<file path="src/rtl/cnt_sched_ctrl.sv">
// cnt_sched_ctrl: round-robin scheduler sharing one run counter among NREQ requesters; CNT_SCHED_PAUSE_EN adds the pause input.
module cnt_sched_ctrl #(
    parameter int NREQ  = 4,
    parameter int WIDTH = 4,
    parameter int IDXW  = 2
) (
    input  logic                  clk,
    input  logic                  rst,
    input  logic [NREQ-1:0]       req,
    input  logic [NREQ*WIDTH-1:0] len_i,
`ifdef CNT_SCHED_PAUSE_EN
    input  logic                  pause,
`endif
    output logic [NREQ-1:0]       grant,
    output logic [IDXW-1:0]       owner,
    output logic                  busy,
    output logic [WIDTH-1:0]      count,
    output logic [NREQ-1:0]       done,
    output logic                  abort
);
    typedef enum logic [1:0] {IDLE, RUN, DONE} state_t;
    state_t state, state_n;
    logic [IDXW-1:0]  ptr, ptr_n, owner_n, win, nxt;
    logic [NREQ-1:0]  grant_n, done_n;
    logic [WIDTH-1:0] count_n, len_q, len_n, sel_len;
    logic             busy_n, abort_n, found, hold;
`ifdef CNT_SCHED_PAUSE_EN
    assign hold = pause;
`else
    assign hold = 1'b0;
`endif
    assign nxt = (owner == IDXW'(NREQ - 1)) ? '0 : owner + 1'b1;
    // first pass finds the lowest requester at or above ptr, second wraps to the lowest overall
    always_comb begin
        found   = 1'b0;
        win     = '0;
        sel_len = '0;
        for (int k = 0; k < NREQ; k++)
            if (!found && req[k] && IDXW'(k) >= ptr) begin
                win   = IDXW'(k);
                found = 1'b1;
            end
        for (int k = 0; k < NREQ; k++)
            if (!found && req[k]) begin
                win   = IDXW'(k);
                found = 1'b1;
            end
        for (int k = 0; k < NREQ; k++)
            if (IDXW'(k) == win) sel_len = len_i[k*WIDTH +: WIDTH];
    end
    always_comb begin
        state_n = state;
        grant_n = grant;
        owner_n = owner;
        busy_n  = busy;
        count_n = count;
        len_n   = len_q;
        ptr_n   = ptr;
        done_n  = '0;
        abort_n = 1'b0;
        case (state)
            IDLE:
                if (|req) begin
                    state_n = RUN;
                    grant_n = NREQ'(1) << win;
                    owner_n = win;
                    len_n   = sel_len;
                    count_n = '0;
                    busy_n  = 1'b1;
                end
            RUN:
                if (!req[owner]) begin
                    state_n = IDLE;
                    grant_n = '0;
                    busy_n  = 1'b0;
                    count_n = '0;
                    abort_n = 1'b1;
                    ptr_n   = nxt;
                end else if (count == len_q) begin
                    state_n = DONE;
                    grant_n = '0;
                    done_n  = NREQ'(1) << owner;
                    ptr_n   = nxt;
                end else if (!hold) begin
                    count_n = count + 1'b1;
                end
            DONE: begin
                state_n = IDLE;
                busy_n  = 1'b0;
                count_n = '0;
            end
            default: state_n = IDLE;
        endcase
    end
    always_ff @(posedge clk) begin
        if (!rst) begin
            state <= IDLE;
            grant <= '0;
            owner <= '0;
            busy  <= 1'b0;
            count <= '0;
            len_q <= '0;
            ptr   <= '0;
            done  <= '0;
            abort <= 1'b0;
        end else begin
            state <= state_n;
            grant <= grant_n;
            owner <= owner_n;
            busy  <= busy_n;
            count <= count_n;
            len_q <= len_n;
            ptr   <= ptr_n;
            done  <= done_n;
            abort <= abort_n;
        end
    end
endmodule

</file>
<file path="config.mk">
export PLATFORM = sky130hd
export DESIGN_NAME = cnt_sched_ctrl
export DESIGN_NICKNAME = d
export VERILOG_FILES = /design/src/rtl/cnt_sched_ctrl.sv
export SDC_FILE = /design/constraint.sdc
export NUM_CORES = 1
export LEC_CHECK = 0
export CORE_ASPECT_RATIO = 1.1
export CORE_MARGIN = 2
export CORE_UTILIZATION = 53
export CTS_BUF_LIST = sky130_fd_sc_hd__clkbuf_4 sky130_fd_sc_hd__clkbuf_8
export DETAILED_ROUTE_END_ITERATION = 7
export GPL_ROUTABILITY_DRIVEN = 1
export GPL_TIMING_DRIVEN = 0
export PLACE_DENSITY = 0.9
export SYNTH_ARGS = -nofsm -noshare
export SYNTH_HDL_FRONTEND = slang
export SYNTH_SLANG_ARGS = --single-unit
</file>
<file path="constraint.sdc">
create_clock -name clk -period 2.6 [get_ports clk]
set_input_delay 0.39 -clock clk [delete_from_list [all_inputs] [get_ports clk]]
set_output_delay 0.39 -clock clk [all_outputs]
set_load 0.02 [all_outputs]
</file>
After elaboration in Yosys (flattened, before gate mapping). Cells that the tools add are included.

Bits in registers: 24. Bits of input ports: 22. Output and inout bits: 16. Word-level logic and storage cells: 100.

$add $sub $neg: 2. $lt $le $gt $ge: 5. Eq/ne operators: 12. Shift-type cells: 2. Mux-type cells: 39. Reduce and logical (&&, ||, !) cells: 31.

Operators with widths (number): two-way mux 4 bit (10); two-way mux 2 bit (12); two-way mux 1 bit (12); case mux 4 bit (3 select lines) (1); logical AND 1 bit (11); AND reduction 3 bit (3); case mux 4 bit (2 select lines) (1); AND reduction 2 bit (4); left shift 1 x 2 -> 4 bit, first input constant (2); zero test 1 bit (7); inequality test 3 bit, second input constant (2); adder 4 x 1 -> 4 bit, second input constant (1); equality test 2 bit, first input constant (2); equality test 2 bit, second input constant (2); equality test 4 bit (1); greater-or-equal comparator 1 x 2 -> 1 bit, first input constant (2); greater-or-equal comparator 2 bit, first input constant (2); zero test 2 bit (2); inequality test 2 bit, second input constant (2); case mux 2 bit (2 select lines) (1); AND reduction 4 bit (1); OR reduction 4 bit (1); < comparator 2 x 3 -> 1 bit, second input constant (1); case mux 1 bit (3 select lines) (1); other kinds (7) (7).

Longest topological paths before layout. Gate-level depths: netlist (run 1).

Word-level depth: 32. Depth in mapped cells: 7. Mapped depth without buffers: 6.

Worst setup path after synthesis (run 1). No wires, ideal clock.

Path kind: register -> register. Start: register owner[1]. End: register grant[0]. Library setup time: 0.117 ns. Arrival time: 1.816 ns. Data required time: 2.483 ns. Setup slack: 0.667 ns. Stages on the path, launching flop included: 6. Path buffers: 0. Clock period less this slack: 1.933 ns. Cell sequence: dfxtp_1 > mux4_2 > nand2_4 > nor2b_4 > o31a_1 > a32o_2.

Word-level cells in the longest chain between the ends: 4. Elaborated cells on any way between the ends: 6. Those cells by class: eq/ne (1); mux (4); reduce/logical (1).

RTL lines: start: declaration (RTL line 15) `output logic [IDXW-1:0] owner,`; start signal: assignment (RTL line 109) `owner <= owner_n;`; binary-select mux 1 bit (select 2 bit) * (RTL line 72) `if (!req[owner]) begin`; two-way mux 1 bit (implied by the code) * (RTL line 72); inequality test 3 bit (no line) / two-way mux 4 bit (equally long branches); AND reduction 3 bit (no line) / case mux 4 bit (2 select lines) (equally long branches); end signal: assignment (RTL line 108) `grant <= grant_n;`; end: declaration (RTL line 14) `output logic [NREQ-1:0] grant,`.

Every way passes the cells marked *; elsewhere a longest branch is shown, timed or not. The select of a mux whose other input is x is not followed. A chain may end at the register's enable or synchronous reset.

Final worst setup path (run 1).
Start: input port req[1]. End: register len_q[2].

Word-level cells in the longest chain between the ends: 28. Elaborated cells on any way between the ends: 39. Those cells by class: eq/ne (3); mux (17); reduce/logical (19).

RTL lines: start: declaration (RTL line 9) `input logic [NREQ-1:0] req,`; logical AND 1 bit (2 in series) (RTL line 39) `if (!found && req[k] && IDXW'(k) >= ptr) begin`; two-way mux 1 bit (RTL line 39); zero test 1 bit (RTL line 39); logical AND 1 bit (2 in series) (RTL line 39); two-way mux 1 bit (RTL line 39); zero test 1 bit (RTL line 39); logical AND 1 bit (2 in series) (RTL line 39); two-way mux 1 bit (RTL line 39); [6 not listed]; zero test 1 bit (RTL line 44) `if (!found && req[k]) begin`; logical AND 1 bit (RTL line 44); two-way mux 1 bit (RTL line 44); zero test 1 bit (RTL line 44); logical AND 1 bit (RTL line 44); two-way mux 2 bit (RTL line 44); zero test 2 bit (RTL line 49) `if (IDXW'(k) == win) sel_len = len_i[k*WIDTH +: WIDTH];`; two-way mux 4 bit (4 in series) (RTL line 49); end signal: assignment (RTL line 112) `len_q <= len_n;`; end: declaration (RTL line 25) `logic [WIDTH-1:0] count_n, len_q, len_n, sel_len;`.

Parallel ways exist; a longest one is shown, timed or not.

==> qor.yml, run 1 <==
sta:
  tightest_slew_ps: 625
  setup_viol: 0
  slew_headroom_pct: 58.2
  finalMaxSlewViolations: 0
  period_needed_ps: 2160
  clock.fmax_mhz: 463
  timing.final.crit_share_pct: 83.0
  rsz0062_at_grt: "no"
  setup_tns_ps: 0
  skew_ps: 5.90
  hold_viol: 0
worst_setup_path:
  critical_path_peak_fanout: 10
  crit_type: "input pin to flop"
  crit_path_end_kind: "flop"
  arrival_ps: 2410
  critical_path_required_ps: 2850
  startpoint_type: "input pin"
clock_tree:
  clock_latency_ps: 320
  cts_root_buf: "clkbuf_4"
  clkSlewWorstSetupHoldPaths_ps: 130
  post_cts_buffers: 0
  cts_sinks: 24
  cts_made_buffers: 3
  postCtsHoldBufs: 0
  clockBufferDepth: 2
  cts_max_level: 1
  cts_tree: "done"
  cts_resized: 0
die:
  core_um2: 2470
  die_h_um: 57.2
  rows: 19
  ios: 38
  dieArea_um2: 3000
  die_w_um: 52.4
  start_util_pct: 55.2
placed_design:
  port-buffer-count: 33
  gp_congestion: 0.832
  placed_cells: 219
  dp_hpwl_um: 2650
power:
  leakagePower_uw: 0.000679
  peakVddDrop_uv: 434
  power_density_nw_per_um2: 631
synthesis:
  synth_ff_type: "dfxtp_1"
  synth_cell_types: 55
  yosys.area.top_type: "dfxtp_1"
  ys_ff_latch: 24
  ys_warn_count: 0
  synthTopCellsByArea: "dfxtp_1 35%, nand2_1 4.7%, ha_1 4.6%"
  syn-num-nets: 182
  synth_edf_count: 0
  synthCells: 155
  seq_area_frac_synth_pct: 35.2
  yosys.area.top_type_share_pct: 35.2
  syn_area_um2: 1370
  synthArstFlopShare_pct: 0
  synth.avg_cell_area_um2: 8.81
job:
  cap_violations: 0
global_routing:
  antenna_found_initial: 0
  grt_pass1_wl_um: 6000
  grt_overflow: 0
  grt_usage_pct: 26.0
  grt_max_degree: 13
  grt_pass1_vias: 1336
finish:
  fin_cells: 222
  diodes: 0
  drive_above_1_share_pct: 9.95
  layout_commonest_cell: "clkdlybuf4s50_1"
  area_growth_pct: 28.7
  final_nets: 220
  mostFrequentLayoutCells: "33 x clkdlybuf4s50_1, 24 x dfxtp_1, 17 x nand2_1"
drt:
  drt_first_pass_iters: 4
  postRouteAntennaNets: 0
  drt_wl_total_um: 3470
  drtIter0Drc: 29
  routedWlPerCell_um: 15.6
  vias: 1374
  avgViaCountPerCell: 6.19
  drc: 0
run_status:
  status: "finished, final reports clean"
min_path:
  holdCritPathClass: "input pin to flop"
## layout make-up
class                   count  area, µm²
clock buffers               3       22.5
multi-input cells         118        815
plain buffers               7       47.5
repair buffers             33        330
flip-flops and latches     24        480
inverters                   6       22.5
fillers                   202        716
well taps                  31       38.8
## layer usage
layer | share of wire, % | GRT usage, % | up-vias
met5 | 0 | 0 | -
met1 | 41 | 31.2 | 663
met2 | 52 | 45.7 | 47
met3 | 4.0 | 3.14 | 13
li1 | - | - | 651
met4 | 3.2 | 11.0 | 0
## sequential cells by signal, indices dropped and copies added, names as in the netlist
| signal | count |
|---|---|
| abort | 1 |
| busy | 1 |
| count | 4 |
| done | 4 |
| grant | 4 |
| len_q | 4 |
| owner | 2 |
| ptr | 2 |
| state | 2 |
## cells in the mapped netlist, drive strengths merged (2+ instances only)
cell type,n
buf,4
a32o,3
a31oi,3
nor2,11
a221oi,3
clkbuf,3
mux2i,2
ha,5
nor3b,3
o31ai,3
nand4,2
xnor2,4
a21oi,9
o22ai,3
nand2,18
dfxtp,24
o21ai,4
o21bai,2
or4,2
o311ai,3
nand2b,8
nand3,3
inv,5
nor2b,4
## worst max-delay path, cell delays in order
cell	delay (ps)
clkdlybuf4s50_1	540
nor4_1	570
nand2b_1	300
buf_2	260
o311ai_0	160
a31oi_1	190
## logic make-up (layout without fill, tap and decap cells)
| group | Yosys count | after routing | synth area share [%] |
|---|---|---|---|
| XOR/XNOR | 4 | 4 | 2.57 |
| flip-flops | 24 | 24 | 35.2 |
| multiplexers | 3 | 3 | 3.12 |
| AO/OA/AOI/OAI | 46 | 46 | 25.4 |
| buffers and inverters | 13 | 49 | 5.13 |
| adder cells (fa/ha/maj) | 5 | 5 | 4.58 |
| AND/OR/NAND/NOR | 60 | 60 | 24.0 |
## per-stage QoR
| stage | setup slack (ps) | instance area, µm² | hold slack [ps] | total power, µW | utilization [%] |
|---|---|---|---|---|---|
| 2_1_floorplan | 667 | 1370 | 458 | 790 | - |
| 3_3_place_gp | 260 | 1730 | 455 | 918 | 70.1 |
| 3_5_place_dp | 142 | 1730 | 464 | 940 | 70.1 |
| 4_1_cts | 443 | 1760 | 414 | 1100 | 71.1 |
| 5_1_grt | 269 | 1760 | 426 | 1180 | 71.1 |
| 6_report | 442 | 1760 | 413 | 1110 | 71.1 |
## power breakdown
| group | switching [µW] | internal [µW] |
|---|---|---|
| sequential | 49.4 | 419 |
| combinational | 257 | 215 |
| clock | 113 | 54.3 |
## final timing paths
kind	start	endpoint	slack [ps]	cells past startpoint
hold / removal	rst	len_q[1]$_SDFFE_PN0P_	410	3
hold reg to reg	grant[0]$_SDFFE_PN0P_	grant[0]$_SDFFE_PN0P_	500	1
setup / recovery	req[1]	len_q[2]$_SDFFE_PN0P_	440	6
setup reg to reg	owner[1]$_SDFFE_PN0P_	grant[2]$_SDFFE_PN0P_	630	5
(Power assumes the default switching activity.)
==> run 2, diff against run 1 <==
--- a/config.mk
+++ b/config.mk
@@ -7,12 +7,12 @@
 export LEC_CHECK = 0
 export CORE_ASPECT_RATIO = 1.1
 export CORE_MARGIN = 2
-export CORE_UTILIZATION = 53
+export CORE_UTILIZATION = 44
 export CTS_BUF_LIST = sky130_fd_sc_hd__clkbuf_4 sky130_fd_sc_hd__clkbuf_8
 export DETAILED_ROUTE_END_ITERATION = 7
 export GPL_ROUTABILITY_DRIVEN = 1
 export GPL_TIMING_DRIVEN = 0
-export PLACE_DENSITY = 0.9
+export PLACE_DENSITY = 0.8
 export SYNTH_ARGS = -nofsm -noshare
 export SYNTH_HDL_FRONTEND = slang
 export SYNTH_SLANG_ARGS = --single-unit
==> constraint.sdc (replaced) <==
create_clock -name clk -period 1.9 [get_ports clk]
set_input_delay 0.285 -clock clk [delete_from_list [all_inputs] [get_ports clk]]
set_output_delay 0.285 -clock clk [all_outputs]
set_load 0.02 [all_outputs]
==> run 2 against run 1 <==
Against the previous run:
- cell area is 1.4% higher
- hold slack lost 99 ps
- combinational power rose by 39%
- count of clock-buffer cells in the layout is the same
- clock power grew 34%
- non-clock buffer count up 1
- largest cell class unchanged
==> qor.yml, run 2 (synthesis results as in run 1) <==
sta:
  slew_headroom_pct: 60.9  # +2.7 points
  clock.fmax_mhz: 547
  timing.final.crit_share_pct: 96.3
  hold_viol: 0  # unchanged
  setup_viol: 0  # unchanged
  finalMaxSlewViolations: 0  # unchanged
  setup_tns_ps: 0  # unchanged
  tightest_slew_ps: 581  # -43.8 ps
  rsz0062_at_grt: "no"
  worst_slack_ps: 70.5  # -372 ps
  skew_ps: 9.85  # +3.95 ps
  period_needed_ps: 1830
drt:
  drtIter0Drc: 44  # +52%
  postRouteAntennaNets: 0  # unchanged
  vias: 1314  # -4.4%
  drt_wl_total_um: 3360  # -3.3%
  avgViaCountPerCell: 5.81  # -6.1%
  drc: 0  # unchanged
  routedWlPerCell_um: 14.9  # -5.0%
  drt_first_pass_iters: 6  # +2
finish:
  layout_commonest_cell: "clkdlybuf4s50_1"
  mostFrequentLayoutCells: "32 x clkdlybuf4s50_1, 23 x dfxtp_1, 17 x nand2_1"
  drive_above_1_share_pct: 10.9  # +0.99 points
  fin_cells: 226  # +1.8%
  n_fill_cell: 283  # +40%
  final_nets: 221  # +0.45%
  area_growth_pct: 30.5
  diodes: 0  # unchanged
  fin_area_um2: 1780  # +1.4%
global_routing:
  antenna_found_initial: 0  # unchanged
  grt_pass1_wl_um: 5550  # -7.6%
  grt_usage_pct: 19.3  # -6.7 points
  grt_overflow: 0  # unchanged
  grt_max_degree: 13  # unchanged
  grt_pass1_vias: 1256  # -6.0%
die:
  dieArea_um2: 3560  # +19%
  core_um2: 3000  # +21%
  die_h_um: 62.4  # +9.1%
  rows: 21  # +2
  die_w_um: 57.1  # +9.0%
  start_util_pct: 45.6  # -9.6 points
  ios: 38  # unchanged
placed_design:
  port-buffer-count: 33  # unchanged
  place_worst_setup_slack_ps: -381  # -523 ps
  placed_area_um2: 1740  # +0.29%
  placed_cells: 222  # +1.4%
  gp_congestion: 0.889  # +6.8%
  dp_hpwl_um: 2560  # -3.4%
power:
  power_density_nw_per_um2: 852  # +35%
  leakagePower_uw: 0.000687  # +1.1%
  peakVddDrop_uv: 497  # +15%
worst_setup_path:
  arrival_ps: 2050  # -360 ps
  path_buf_inv: 0  # -2
  crit_type: "flop to flop"
  critical_path_peak_fanout: 9  # -1
  rrSetupSlack_ps: 70  # -560 ps
  critPathTopFamily: "multiplexers"
  critPathMaxStageDelay_ps: 570  # about the same
  slowest_stage: "mux4_2"
  startpoint_type: "flop"
  crit_path_end_kind: "flop"
  critical_path_required_ps: 2120  # -730 ps
  path_cells: "mux4_2 -> nand2_4 -> nor2b_4 -> o31a_1 -> a32o_2"
clock_tree:
  clockBufferDepth: 2  # unchanged
  cts_tree: "done"
  cts_root_buf: "clkbuf_4"
  cts_max_level: 1  # unchanged
  cts_sinks: 24  # unchanged
  cts_made_buffers: 3  # unchanged
  clkSlewWorstSetupHoldPaths_ps: 130  # about the same
  clock_latency_ps: 310  # about the same
  postCtsHoldBufs: 0  # unchanged
min_path:
  holdCritPathClass: "input pin to flop"
run_status:
  status: "finished, final reports clean"
job:
  cap_violations: 0  # unchanged
run 2: cell count changes in the layout (fill, tap and decap cells not counted), sizes merged:
cell | before | now
clkdlybuf4s50 | 33 | 32
buf | 4 | 5
dlygate4sd2 | 0 | 1
run 2: worst register-to-register path, delay by kind of cell, from the launching register on:
family | cells | cell delay [ps]
simple gates | 2 | 230
compound gates | 2 | 550
flops | 1 | 410
mux | 1 | 570
run 2: timing repair:
action | CTS | global route
resized for setup | 1 | 2
setup endpoints to repair | 3 | 5
buffers inserted | 1 | 0
run 2: area by class of cell:
type / instances / area (µm²) / share of cell area (%)
Sequential cell: 24 / 484 / 27.2
Tap cell: 34 / 42.5 / 2.39
Buffer: 7 / 47.5 / 2.67
Multi-Input combinational cell: 118 / 826 / 46.3
Timing Repair Buffer: 34 / 337 / 18.9
Clock buffer: 3 / 22.5 / 1.26
Inverter: 6 / 22.5 / 1.26
run 2: per-layer routing:
metal	routed length [µm]	vias up	GRT usage, %	part of all wire [%]
met5	0	-	0	0
met4	40	0	5.23	1.2
met3	130	6	2.07	3.9
met2	1780	37	35.8	53
met1	1410	619	22.9	42
li1	-	652	-	-
run 2: power breakdown:
group | internal (µW) | switching, µW | total, µW
Combinational | 303 | 354 | 657
Sequential | 574 | 63.3 | 638
Clock | 74.1 | 149 | 223
Total | 951 | 566 | 1520
run 2: worst paths after layout:
path                         start                     to  cells after the start
min                            rst  len_q[3]$_SDFFE_PN0P_                      3
min reg2reg  grant[3]$_SDFFE_PN0P_  grant[3]$_SDFFE_PN0P_                      1
max          owner[1]$_SDFFE_PN0P_  grant[2]$_SDFFE_PN0P_                      5
max reg2reg  owner[1]$_SDFFE_PN0P_  grant[2]$_SDFFE_PN0P_                      5
run 2: stage by stage:
step / power [µW] / hold slack, ps / util, %
after floorplan: 1080 / 429 / -
after global placement: 1260 / 458 / 58.1
after detailed placement: 1280 / 459 / 58.1
after CTS: 1500 / 319 / 59.0
after global routing: 1610 / 342 / 59.5
final: 1520 / 313 / 59.5
